<file path="src/rtl/wb_regfile.sv">
// Writeback stage and architectural register file.
// Selects the writeback value, commits it to the register file, serves two
// decode read ports with same-cycle write-through bypass, exports the
// writeback to the forwarding unit and counts retired register writes.
module wb_regfile #(
  parameter  int XLEN  = 32,
  parameter  int NREG  = 32,
  parameter  int CNT_W = 32,
  localparam int AW    = $clog2(NREG)
) (
  input  logic             clk,
  input  logic             reset,
  input  logic [XLEN-1:0]  mem_data_in,
  input  logic [XLEN-1:0]  alu_result_in,
  input  logic [AW-1:0]    rd_in,
  input  logic             reg_write_in,
  input  logic             mem_to_reg_in,
  input  logic [AW-1:0]    rs1_addr,
  input  logic [AW-1:0]    rs2_addr,
  output logic [XLEN-1:0]  rs1_data,
  output logic [XLEN-1:0]  rs2_data,
  output logic             fwd_we,
  output logic [AW-1:0]    fwd_rd,
  output logic [XLEN-1:0]  fwd_data,
  output logic [CNT_W-1:0] wb_count
);

  logic [XLEN-1:0]  regs_q [NREG];
  logic [CNT_W-1:0] count_q;
  logic [CNT_W-1:0] count_d;
  logic [XLEN-1:0]  wb_data;
  logic             we_eff;
  logic [NREG-1:0]  wr_sel;

  // Writeback value and effective write; reset low suppresses the write
  // (and therefore the bypass) so reads return zero while in reset.
  assign wb_data = mem_to_reg_in ? mem_data_in : alu_result_in;
  assign we_eff  = reg_write_in && (rd_in != '0) && reset;
  assign count_d = count_q + CNT_W'(1);

  // One-hot write decode; entry 0 is never selected because we_eff
  // already excludes rd_in == 0.
  for (genvar gi = 0; gi < NREG; gi++) begin : g_wr_sel
    assign wr_sel[gi] = we_eff && (rd_in == AW'(gi));
  end

  // Register file and retired-write counter, cleared asynchronously.
  always_ff @(posedge clk or negedge reset) begin
    if (!reset) begin
      for (int i = 0; i < NREG; i++) regs_q[i] <= '0;
      count_q <= '0;
    end else begin
      for (int i = 0; i < NREG; i++) begin
        if (wr_sel[i]) regs_q[i] <= wb_data;
      end
      if (we_eff) count_q <= count_d;
    end
  end

  // Read port 1: x0 reads zero, then bypass from the write in flight.
  always_comb begin
    rs1_data = regs_q[rs1_addr];
    if (rs1_addr == '0) begin
      rs1_data = '0;
    end else if (we_eff && (rs1_addr == rd_in)) begin
      rs1_data = wb_data;
    end
  end

  // Read port 2: same rules as port 1, evaluated independently.
  always_comb begin
    rs2_data = regs_q[rs2_addr];
    if (rs2_addr == '0) begin
      rs2_data = '0;
    end else if (we_eff && (rs2_addr == rd_in)) begin
      rs2_data = wb_data;
    end
  end

  assign fwd_we   = we_eff;
  assign fwd_rd   = rd_in;
  assign fwd_data = wb_data;
  assign wb_count = count_q;

endmodule

</file>
<file path="config.mk">
export PLATFORM = sky130hd
export DESIGN_NAME = wb_regfile
export DESIGN_NICKNAME = d
export VERILOG_FILES = /design/src/rtl/wb_regfile.sv
export SDC_FILE = /design/constraint.sdc
export NUM_CORES = 2
export LEC_CHECK = 0
export CELL_PAD_IN_SITES_DETAIL_PLACEMENT = 0
export CELL_PAD_IN_SITES_GLOBAL_PLACEMENT = 1
export CORE_MARGIN = 2
export CORE_UTILIZATION = 40
export CTS_BUF_LIST = sky130_fd_sc_hd__clkbuf_4
export CTS_CLUSTER_DIAMETER = 60
export DETAILED_ROUTE_END_ITERATION = 10
export PLACE_DENSITY_LB_ADDON = 0.1
export SLEW_MARGIN = 10
export SYNTH_ARGS = -nofsm -noshare
export SYNTH_HDL_FRONTEND = slang
export SYNTH_SLANG_ARGS = --single-unit
export TNS_END_PERCENT = 100
</file>
<file path="constraint.sdc">
create_clock -name clk -period 3.7 [get_ports clk]
set_input_delay 0.925 -clock clk [delete_from_list [all_inputs] [get_ports clk]]
set_output_delay 0.925 -clock clk [all_outputs]
set_load 0.01 [all_outputs]
</file>
Yosys cells after proc, flatten, opt, wreduce, memory -nomap -nowiden. Cells that the tools add are included.

Magnitude comparators: 2. Bitwise gates (word level): 2. Div/mod/pow operators: 0. Mux-type cells: 11. Shifts and indexed selects: 0. Add/subtract/negate cells: 1. Eq/ne operators: 33. Reductions and logical operators: 40. $mul: 0.

Operators with widths (count): $bmux W32 S5 (2); $mux W32 (9); $eq A5 B5 Y1 const B (16); $eq A5 B4 Y1 const B (8); $logic_and A1 B1 Y1 (36); $add A32 B1 Y32 const B (1); $eq A5 B3 Y1 const B (4); $logic_not A5 Y1 (3); $ge A6 B6 Y1 const B (2); $not A5 Y6 (2); $eq A5 B2 Y1 const B (2); $eq A5 B5 Y1 (2); $eq A5 B1 Y1 const B (1); $reduce_bool A5 Y1 (1).

Bits of input ports: 83. Bits in writable memories: 0. Bits in latches: 0. Logic and storage cells: 122. Flip-flop bits (word level): 1056. Memories kept: 0. Bits in read-only memories: 0.

Depth between registers and ports, before layout.
Word-level depth: 6. Mapped depth: 10. Mapped depth without buffers: 6.

Least setup slack after synthesis. OpenSTA, ideal clock, no wires.

Path type: input to output. Start point: input port rs2_addr[0]. End point: output port rs2_data[2]. Stages on the path: 7. Arrival: 2.581 ns. Path slack: 0.194 ns. Path through: buf_2 buf_6 buf_2 mux4_2 a221o_1 nor3_1 a211oi_1.

Cells in the longest elaborated chain, start to end: 6.

Ends and longest elaborated chain: start: declaration (RTL line 19) `input logic [AW-1:0] rs2_addr,`; $not A5 Y6 (not written as such) (RTL line 72) `rs2_data = regs_q[rs2_addr];`; $bmux W32 S5 (RTL line 72); $mux W32 (not written as such) (2 in a row) (RTL line 72); $mux W32 (RTL line 75) `end else if (we_eff && (rs2_addr == rd_in)) begin`; $mux W32 * (RTL line 73) `if (rs2_addr == '0) begin`; end: declaration (RTL line 21) `output logic [XLEN-1:0] rs2_data,`.

Mark *: on every way between the ends. The rest lies on a longest branch, timed or not. The select of a mux whose other input is x is not followed.

Worst setup path after layout.
Start point: register regs_q[607] (netlist bit). End point: output port rs2_data[31].

Cells in the longest elaborated chain, start to end: 5.

Ends and longest elaborated chain: start: declaration (RTL line 28) `logic [XLEN-1:0] regs_q [NREG];`; start signal: indexed assignment (RTL line 54) `if (wr_sel[i]) regs_q[i] <= wb_data;`; $bmux W32 S5 (RTL line 72); $mux W32 (not written as such) (2 in a row) (RTL line 72); $mux W32 (RTL line 75); $mux W32 (RTL line 73).

Every way passes these cells. The select of a mux whose other input is x is not followed.

==> run_results.csv <==
group,metric,value,unit
final_layout,finish.utilization,50.9,%
synthesis,synth_top_area_share,48.9,%
timing,worst_slack,-0.430,ns
synthesis,ys_top_cells_by_area,"dfrtp_1 (49%), mux4_2 (21%), a21oi_1 (6.8%), nor2_1 (5.2%), clkbuf_1 (2.2%)",
final_layout,multi_input_area,26700,µm²
timing,drv_slew,0,
floorplanning,dieArea,138000,µm²
power,power_frac_seq,44.1,%
detailed_routing,dr.pass1.iters,7,
final_layout,nFillCells,12065,
floorplanning,start_util,40.4,%
synthesis,ys.flop_type,"dfrtp_1",
worst_setup_path,worst_setup_path_start_kind,"register",
synthesis,synth_edf_count,0,
global_routing,grt_max_degree,162,
synthesis,synth_commonest_cells,"dfrtp_1 (1056), nor2_1 (745), a21oi_1 (737)",
worst_setup_path,arrival,3.20,ns
synthesis,ys_warn_count,0,
worst_setup_path,rr_startpoint,"wb_count[6]",
worst_setup_path,worstRegToRegCells,6,
global_routing,grtUsageTotal,31.1,%
timing,relSlewSlack,34.8,%
place,hpwl,136,mm
timing,hold_viol,0,
status,violations,"negative setup slack",
synthesis,ys_types,53,
power,power_density,505,nW/µm²
detailed_routing,postRouteAntennaNets,0,
synthesis,ys_ff_latch,1056,
global_routing,grt_overflow,0,
status,status,"finished, violations left",
place,port-buffer-count,216,
clock_tree,clkTransAtPathRegs,0.07,ns
detailed_routing,num_vias,43512,
flow_run,max-cap-violations,0,
clock_tree,cts_root_buf,"clkbuf_4",
worst_hold_path,hold_depth,6,
detailed_routing,drt_iter0_markers,4457,
final_layout,area_growth,26.0,%
timing,fin_skew,0.0515,ns
power,share_comb_of_total_power,23.8,%
global_routing,antenna_found_initial,5,
worst_setup_path,reg2reg_slack,1.91,ns
worst_setup_path,r2r_end,"wb_count[27]",
power,p_switching,10.8,mW
power,p_int,23.6,mW
final_layout,regArea,26400,µm²
synthesis,netlist_instances,4748,
detailed_routing,viasPerCell,5.94,
global_routing,grt_pass1_wl,310,mm
worst_setup_path,critPathKind,"register to output port",
timing,setup_viol,64,
power,p_leak,29.6,nW
worst_setup_path,cp.required,2.77,ns
clock_tree,numCtsBuffers,312,
synthesis,ys_async_sr_fraction,100,%
timing,post-route-period-util,112,%
floorplanning,num_rows,134,
floorplanning,die_h,371,µm
clock_tree,tritoncts,"built",
clock_tree,clk_path_buf_depth,4,
synthesis,yosysSeqAreaShare,48.9,%
clock_tree,cts_max_level,5,
clock_tree,cts_sinks,1056,
synthesis,synth_area,54000,µm²
synthesis,synth_nets,4832,
power,ir_worst_vdd,0.338,mV
worst_setup_path,crit_start,"regs_q[607]",
floorplanning,ios,217,
floorplanning,core-area,134000,µm²
timing,worstMarginPinSlew,0.978,ns
detailed_routing,routed_wl,213,mm
detailed_routing,remaining_drc_errors,0,
place,gp_congestion,0.863,
worst_hold_path,hold_class,"primary input to register",
worst_setup_path,critPathCapture,"rs2_data[31]",
timing,rsz0062_at_grt,"true",
final_layout,layout-drive-gt1-share,34.5,%
synthesis,synth_area_leader_cell,"dfrtp_1",
power,p_clk_share,32.1,%
floorplanning,die_w,371,µm
global_routing,grt_pass1_vias,43608,
synthesis,yosys.cell_count.top_type,"dfrtp_1",
worst_setup_path,worst-path-max-fanout,3,
power,power,34.4,mW
clock_tree,insertion_delay,1.28,ns
detailed_routing,wl_per_cell,29.0,µm
power,swShare,31.3,%
final_layout,fin_nets,5447,
timing,min_period,4.13,ns
synthesis,syn-mean-instance-area,11.4,µm²
timing,fmax,242,MHz
worst_setup_path,worstSetupEndpointType,"output port",
-- worst max-delay path, cell delays in order, from the launching register on --
cell and delay [ns]:
dfrtp_1 0.40, mux4_2 0.45, a22o_1 0.25, a221o_1 0.31, nor3_2 0.13, buf_4 0.17
a211oi_2 0.05, buf_2 0.17
-- layout make-up --
| class | count | share of cell area [%] |
|---|---|---|
| inverters | 38 | 0.210 |
| well taps | 1768 | 3.25 |
| flip-flops and latches | 1056 | 38.8 |
| clock buffers | 447 | 4.93 |
| repair buffers | 831 | 13.1 |
| diodes | 7 | 0.0257 |
| clock inverters | 60 | 0.491 |
| multi-input cells | 3124 | 39.2 |
-- power groups by stage --
| stage | combinational, mW | sequential (mW) | clock (mW) |
|---|---|---|---|
| 6_report | 8.19 | 15.2 | 11.0 |
| 5_1_grt | 8.86 | 15.4 | 11.9 |
| 3_3_place_gp | 7.42 | 15.3 | 0 |
| 3_5_place_dp | 7.50 | 15.4 | 0 |
| 2_1_floorplan | 4.84 | 14.8 | 0 |
| 4_1_cts | 7.94 | 15.1 | 11.3 |
-- sequential cells by signal, indices dropped and copies added, names as in the netlist --
signal / count
wb_count: 32
regs_q: 1024
-- metal layers --
| layer | track usage (%) | vias up | part of all wire, % |
|---|---|---|---|
| met5 | 0 | - | 0.010 |
| met4 | 9.01 | 4 | 2.6 |
| met3 | 8.08 | 346 | 8.5 |
| met2 | 45.7 | 1878 | 45 |
| met1 | 45.4 | 22457 | 44 |
| li1 | - | 18827 | - |
-- worst min-delay path by stage --
stage	start	endpoint	slack [ns]
global route	reset	wb_count[0]	0.33
CTS	reset	wb_count[2]	0.17
detailed placement	regs_q[1001]	regs_q[1001]	0.38
finish	reset	wb_count[0]	0.36
floorplan	regs_q[1000]	regs_q[1000]	0.44
global placement	regs_q[1018]	regs_q[1018]	0.38
-- cells by family after synthesis --
logic type / synth area share, %
compound gates: 13.0
xor+xnor: 0.665
fa+ha+maj: 0.0232
buf+inv: 4.94
flops: 48.9
mux: 23.3
simple gates: 9.22
-- placed cells by master, fill, tap and decap left out, types with 8 or more instances in the layout --
cell / Yosys / layout
mux2i_4: 0 / 26
buf_8: 0 / 10
or4_4: 0 / 30
buf_4: 32 / 413
clkbuf_4: 0 / 447
mux2i_2: 0 / 11
nand3_1: 21 / 14
a22o_1: 31 / 31
nand4_1: 15 / 15
o22ai_2: 0 / 58
nor3_4: 0 / 16
mux4_2: 511 / 511
xor2_1: 10 / 8
buf_12: 0 / 163
o21ai_1: 32 / 33
o22ai_1: 186 / 109
a221o_1: 31 / 30
o21ai_0: 225 / 224
a211oi_1: 32 / 21
dfrtp_1: 1056 / 1056
buf_6: 33 / 53
a211oi_2: 0 / 9
clkinv_1: 0 / 49
buf_2: 132 / 43
a21oi_1: 737 / 736
nor2_1: 745 / 744
mux2i_1: 102 / 65
o22ai_4: 0 / 19
clkdlybuf4s50_1: 0 / 135
nand2_1: 281 / 274
nor3_2: 13 / 29
xnor2_1: 31 / 29
inv_1: 37 / 37
-- per-stage QoR --
step           TNS (ns)  cells  hold WS [ns]  area (µm²)  setup WS [ns]
3_5_place_dp     -59.43   6663         0.383       61900          -1.44
3_3_place_gp     -60.57   6663         0.378       61900          -1.45
5_1_grt          -22.36   7327         0.334       68100         -0.568
4_1_cts          -23.22   7285         0.174       67200         -0.600
2_1_floorplan         0   4748         0.441       54000          0.194
6_report         -14.71   7331         0.360       68100         -0.430
-- repair_timing --
action / 4_1_cts / 5_1_grt
cloned: 4 / 2
hold endpoints to repair: 305 / 0
pin swaps: 122 / 85
resized for setup: 474 / 116
hold buffers: 1 / 0
buffers inserted: 121 / 42
setup endpoints to repair: 64 / 64
(Power assumes the default switching activity.)
